## config.mk

```make
export PLATFORM = sky130hd
export DESIGN_NAME = ifetch_queue
export DESIGN_NICKNAME = d
export VERILOG_FILES = /design/src/rtl/rv32_pkg.sv /design/src/rtl/sync_fifo.sv /design/src/rtl/ifetch_queue.sv
export SDC_FILE = /design/constraint.sdc
export NUM_CORES = 1
export LEC_CHECK = 0
export CORE_MARGIN = 3
export CORE_UTILIZATION = 45
export DETAILED_ROUTE_END_ITERATION = 10
export PLACE_DENSITY = 0.75
export SETUP_SLACK_MARGIN = 0.5
export SYNTH_ARGS = -nofsm -noshare
export SYNTH_HDL_FRONTEND = slang
export SYNTH_SLANG_ARGS = --single-unit
```

## constraint.sdc

```tcl
create_clock -name clk -period 3 [get_ports clk]
set_input_delay 0.6 -clock clk [delete_from_list [all_inputs] [get_ports clk]]
set_output_delay 0.6 -clock clk [all_outputs]
set_load 0.005 [all_outputs]
```

## src/rtl/rv32_pkg.sv

```systemverilog
// Shared RV32 core types: data width, fetch-queue entry layout and fetch FSM encoding.
package rv32_pkg;

   localparam int XLEN = 32;
   localparam logic [XLEN-1:0] NOP_INSTR = 32'h0000_0013;

   typedef struct packed {
      logic [XLEN-1:0] pc;
      logic [XLEN-1:0] instr;
   } fetch_entry_t;

   typedef enum logic {
      ST_IDLE = 1'b0,
      ST_RUN  = 1'b1
   } fetch_state_e;

endpackage

```

## src/rtl/sync_fifo.sv

```systemverilog
// Small synchronous FIFO with flush, occupancy count and reset-cleared storage.
module sync_fifo #(
   parameter int WIDTH = 32,
   parameter int DEPTH = 2
) (
   input  logic                   clk,
   input  logic                   rst_n,
   input  logic                   flush_i,
   input  logic                   push_i,
   input  logic [WIDTH-1:0]       wdata_i,
   input  logic                   pop_i,
   output logic [WIDTH-1:0]       rdata_o,
   output logic                   empty_o,
   output logic                   full_o,
   output logic [$clog2(DEPTH):0] count_o
);

   localparam int PW = (DEPTH > 1) ? $clog2(DEPTH) : 1;
   localparam int CW = $clog2(DEPTH) + 1;
   localparam logic [CW-1:0] DEPTH_C = CW'(DEPTH);
   localparam logic [PW-1:0] LAST_C  = PW'(DEPTH - 1);

   logic [WIDTH-1:0] mem_q [DEPTH];
   logic [PW-1:0]    wr_ptr_q, wr_ptr_d;
   logic [PW-1:0]    rd_ptr_q, rd_ptr_d;
   logic [CW-1:0]    count_q, count_d;
   logic             do_push, do_pop;

   assign empty_o = (count_q == '0);
   assign full_o  = (count_q == DEPTH_C);
   assign count_o = count_q;
   assign rdata_o = mem_q[rd_ptr_q];

   // A push into a full FIFO is only legal when the head leaves in the same cycle.
   assign do_pop  = pop_i && !empty_o;
   assign do_push = push_i && (!full_o || do_pop);

   always_comb begin
      wr_ptr_d = wr_ptr_q;
      rd_ptr_d = rd_ptr_q;
      count_d  = count_q;
      if (flush_i) begin
         wr_ptr_d = '0;
         rd_ptr_d = '0;
         count_d  = '0;
      end else begin
         if (do_push) wr_ptr_d = (wr_ptr_q == LAST_C) ? '0 : wr_ptr_q + 1'b1;
         if (do_pop)  rd_ptr_d = (rd_ptr_q == LAST_C) ? '0 : rd_ptr_q + 1'b1;
         if (do_push && !do_pop)      count_d = count_q + 1'b1;
         else if (do_pop && !do_push) count_d = count_q - 1'b1;
      end
   end

   always_ff @(posedge clk or negedge rst_n) begin
      if (!rst_n) begin
         wr_ptr_q <= '0;
         rd_ptr_q <= '0;
         count_q  <= '0;
         for (int i = 0; i < DEPTH; i++) mem_q[i] <= '0;
      end else begin
         wr_ptr_q <= wr_ptr_d;
         rd_ptr_q <= rd_ptr_d;
         count_q  <= count_d;
         if (do_push && !flush_i) mem_q[wr_ptr_q] <= wdata_i;
      end
   end

endmodule

```

## src/rtl/ifetch_queue.sv

```systemverilog
// RV32I fetch stage: issues imem reads for pc, tags them, queues returned words for decode.
// state   | meaning
// ST_IDLE | one dead cycle after reset release, nothing issued
// ST_RUN  | normal fetch; flushes are handled by the drop counter
module ifetch_queue
   import rv32_pkg::*;
#(
   parameter int DEPTH   = 2,
   parameter int MAX_OUT = 2
) (
   input  logic            clk,
   input  logic            reset,
   input  logic [XLEN-1:0] pc,
   input  logic            jump_enable,
   output logic            fetch_stall,
   output logic            imem_req_valid,
   output logic [XLEN-1:0] imem_req_addr,
   input  logic            imem_req_ready,
   input  logic            imem_rsp_valid,
   input  logic [XLEN-1:0] imem_rsp_data,
   output logic            instr_valid,
   output logic [XLEN-1:0] instr,
   output logic [XLEN-1:0] instr_pc,
   input  logic            instr_ready
);

   localparam int CW = $clog2(DEPTH) + 1;
   localparam int TW = $clog2(MAX_OUT) + 1;
   localparam logic [CW:0]   DEPTH_W   = (CW+1)'(DEPTH);
   localparam logic [CW-1:0] MAX_OUT_C = CW'(MAX_OUT);

   fetch_state_e  state_q, state_d;
   logic [CW-1:0] out_cnt_q, out_cnt_d;
   logic [CW-1:0] drop_cnt_q, drop_cnt_d;
   logic [CW-1:0] q_count;
   logic [TW-1:0] tag_count;
   logic          q_empty, q_full, tag_empty, tag_full;
   logic          credit_ok, req_acc, rsp_drop, q_push, q_pop;
   logic [XLEN-1:0] tag_pc;
   fetch_entry_t  q_wdata, q_head;

   // Queued words plus words still in flight may never exceed the queue size.
   assign credit_ok = ({1'b0, q_count} + {1'b0, out_cnt_q}) < DEPTH_W;

   always_comb begin
      state_d        = state_q;
      imem_req_valid = 1'b0;
      case (state_q)
         ST_IDLE: state_d = ST_RUN;
         ST_RUN:  imem_req_valid = !jump_enable && credit_ok && (out_cnt_q < MAX_OUT_C);
         default: state_d = ST_IDLE;
      endcase
   end

   assign req_acc       = imem_req_valid && imem_req_ready;
   assign fetch_stall   = !req_acc;
   assign imem_req_addr = {pc[XLEN-1:2], 2'b00};

   assign rsp_drop    = imem_rsp_valid && (drop_cnt_q != '0);
   assign q_push      = imem_rsp_valid && !rsp_drop && !jump_enable;
   assign instr_valid = !q_empty;
   assign q_pop       = instr_valid && instr_ready && !jump_enable;
   assign q_wdata     = '{pc: tag_pc, instr: imem_rsp_data};
   assign instr       = q_head.instr;
   assign instr_pc    = q_head.pc;

   always_comb begin
      out_cnt_d  = out_cnt_q;
      drop_cnt_d = drop_cnt_q;
      if (req_acc && !imem_rsp_valid)      out_cnt_d = out_cnt_q + 1'b1;
      else if (!req_acc && imem_rsp_valid) out_cnt_d = out_cnt_q - 1'b1;
      // Nothing issues in a jump cycle, so every request still in flight afterwards is stale.
      if (jump_enable)   drop_cnt_d = imem_rsp_valid ? out_cnt_q - 1'b1 : out_cnt_q;
      else if (rsp_drop) drop_cnt_d = drop_cnt_q - 1'b1;
   end

   always_ff @(posedge clk or negedge reset) begin
      if (!reset) begin
         state_q    <= ST_IDLE;
         out_cnt_q  <= '0;
         drop_cnt_q <= '0;
      end else begin
         state_q    <= state_d;
         out_cnt_q  <= out_cnt_d;
         drop_cnt_q <= drop_cnt_d;
      end
   end

   sync_fifo #(.WIDTH($bits(fetch_entry_t)), .DEPTH(DEPTH)) u_instr_q (
      .clk     (clk),
      .rst_n   (reset),
      .flush_i (jump_enable),
      .push_i  (q_push),
      .wdata_i (q_wdata),
      .pop_i   (q_pop),
      .rdata_o (q_head),
      .empty_o (q_empty),
      .full_o  (q_full),
      .count_o (q_count)
   );

   sync_fifo #(.WIDTH(XLEN), .DEPTH(MAX_OUT)) u_tag_q (
      .clk     (clk),
      .rst_n   (reset),
      .flush_i (1'b0),
      .push_i  (req_acc),
      .wdata_i (pc),
      .pop_i   (imem_rsp_valid),
      .rdata_o (tag_pc),
      .empty_o (tag_empty),
      .full_o  (tag_full),
      .count_o (tag_count)
   );

   assert property (@(posedge clk) disable iff (!reset) !(q_push && q_full && !q_pop));
   assert property (@(posedge clk) disable iff (!reset) imem_rsp_valid |-> !tag_empty);
   assert property (@(posedge clk) disable iff (!reset) req_acc |-> !tag_full);
   assert property (@(posedge clk) disable iff (!reset) out_cnt_q == CW'(tag_count));
   assert property (@(posedge clk) disable iff (!reset) drop_cnt_q <= out_cnt_q);

endmodule

```

==> run metrics <==
Buffers on Ports 166; die span in x 150 µm; worst hold-check path type input pin to asynchronous set/reset pin; Starting Density 46.0%; dominant cells by area after synthesis dfrtp_1, mux2_2, mux2_4; peak supply drop 0.622 mV; LEAKAGE 5.87 nW; TritonCTS clock tree built; post-route ant nets 0; Layout Area Growth over Synthesis 32.5%; #FFs+latches synth 205; gr ovfl total 0; endpoint class of the critical path flip-flop; final instance area 12400 µm²; Via density 5.21; Filler cells 1523; Req. time, crit path 3.39 ns; period utilisation layout 98.4%; DRC viols 0; FFs w/ async S/R, synth 100%; share of layout cells above drive strength 1 54.2%; Post-DP Area 11300 µm²; top cells by count, synth mux2_2, dfrtp_1, buf_4; Root Buffer Master clkbuf_16; Post-synth EDFFs 0; Synth Area per Inst 15.1 µm²; Inserted Clock Buffers 22; Setup CP Type flip-flop to flip-flop; # setup viols final 0; gp weighted congestion 0.753; setup TNS 0 ns; detailed placement HPWL 13.5 mm; unrepaired setup endpoints after global routing true; num rows 52; critical path startpoint category flip-flop; Clock Path Buffers 3; core area 20400 µm²; PnR worst setup slack 0.0488 ns; Tmin final 2.95 ns; Vias 5656; post-synth top area cell dfrtp_1; CTS Hold Bufs 0; n_diodes 0; post-synth top area share 54.8%; Syn Inst Count 621; Critical Path Fanout Max 16; Post-Synthesis Cell Area 9360 µm²; num ports 169; Post-synth top flop dfrtp_1; Max-slew headroom 40.3%; critical path arrival 3.34 ns; worst slew pin tran 0.895 ns; vias in the first global route 6261; sequential area share after synthesis 54.8%; f_max 339 MHz; post-layout power 11.3 mW; H-tree depth 1; status completed; Unique masters post-synth 36; pwr dens 915 nW/µm²; Worst-path clk slew 0.06 ns; WL/cell 19.8 µm; die area 22600 µm²; DRT Wirelength 21.5 mm; largest net degree at the start of global routing 83; Nets 875; TritonRoute pass-1 iters 4; Yosys warning count 0; initial antenna violation count 0; Slew Limit Fails 0; Worst-Skew Late Latency 0.51 ns; skew final 0.0152 ns; die height 150 µm; GRT Total Usage 18.9%; first-pass GRT wire length 34.0 mm; Fin. Hold Viols 0; most numerous cell in the Yosys netlist mux2_2; pre-CTS WS -0.0205 ns; clk sinks 205; drt first-iter violations 182; max-cap violations 0
-- timing repair --
action                                  in CTS  in global routing
endpoints found under the hold margin        0                  0
pin swaps                                    5                  5
endpoints found under the setup margin     132                120
gates resized for setup                    122                130
gates cloned                                 4                  1
buffers inserted                            16                  4
-- cell type report --
cell class,count,area [µm²],area share [%]
sequential,205,5130,41.4
timing repair buffer,220,2090,16.9
clock buffer,32,658,5.31
multi-input combinational,345,4030,32.5
inverter,7,26.3,0.212
clock inverter,7,126,1.02
tap,270,338,2.72
-- logic make-up (layout without fill, tap and decap cells) --
| family | Yosys count | after routing | synth area share (%) |
|---|---|---|---|
| buffers and inverters | 72 | 266 | 4.64 |
| multiplexers | 290 | 290 | 36.1 |
| AND/OR/NAND/NOR | 23 | 23 | 1.47 |
| adder cells (fa/ha/maj) | 4 | 4 | 0.615 |
| other | 2 | 3 | 0.0802 |
| flip-flops | 205 | 205 | 54.8 |
| XOR/XNOR | 12 | 12 | 1.12 |
| AO/OA/AOI/OAI | 13 | 13 | 1.19 |
-- cell usage in the layout (no fill, tap or decap), types with 7 or more instances in the layout --
cell type        synthesis  final
dfrtp_1                205    203
buf_12                   0     10
buf_6                    3     11
buf_4                   32     24
inv_1                    7      7
dlygate4sd2_1            0     13
clkbuf_16                0     23
mux2_4                  30     70
mux2_2                 253    214
clkbuf_8                 0      8
clkbuf_2                 0     49
clkdlybuf4s50_1          0     99
-- final timing paths --
path	startpoint	endpoint	slack, ns	depth (start not counted)
max in group asynchronous	reset	u_instr_q.mem_q[83]	2.02	2
worst min-delay path	reset	u_instr_q.mem_q[40]	0.11	1
worst max-delay path	out_cnt_q[0]	u_tag_q.mem_q[7]	0.05	8
min in group clk	u_instr_q.mem_q[11]	u_instr_q.mem_q[11]	0.48	1
worst min register to register	u_instr_q.mem_q[11]	u_instr_q.mem_q[11]	0.48	1
worst max register to register	out_cnt_q[0]	u_tag_q.mem_q[7]	0.05	8
-- metrics by stage --
step                      util, %  hold slack [ns]  std cells
after floorplan                 -            0.304        622
after global placement       55.4            0.461       1022
after detailed placement     55.4            0.474       1022
after CTS                    60.9            0.132       1081
after global routing         60.9            0.133       1086
final                        60.9            0.108       1086
-- routing by layer --
layer	share of wire (%)	global-route usage, %	vias to the layer above	routed length [µm]
li1	-	-	2530	-
met3	4.2	3.73	38	909
met4	2.8	4.94	0	602
met2	49	32.9	129	10600
met1	44	24.4	2959	9370
met5	0	0	-	0
-- power breakdown --
group | internal, mW | switching, mW | total [mW]
logic | 2.48 | 1.30 | 3.78
registers | 3.95 | 0.746 | 4.70
clock network | 1.78 | 1.09 | 2.87
total | 8.21 | 3.14 | 11.3
-- worst max-delay path, cell delays in order (launching register included) --
cell and delay (ns):
dfrtp_1 0.38, and2_4 0.16, fa_1 0.43, or4_4 0.52, buf_6 0.15, buf_6 0.12, or4b_4 0.55, buf_12 0.20
mux2_4 0.31
-- sequential cells by signal (all words and copies together), names as in the netlist --
name,count
out_cnt_q,2
u_tag_q.count_o,2
state_q,1
u_instr_q.wr_ptr_q,1
u_tag_q.mem_q,64
u_tag_q.wr_ptr_q,1
u_instr_q.mem_q,128
drop_cnt_q,2
u_instr_q.rd_ptr_q,1
u_instr_q.count_o,2
u_tag_q.rd_ptr_q,1
Note: power is estimated with default switching activity, not from simulation.
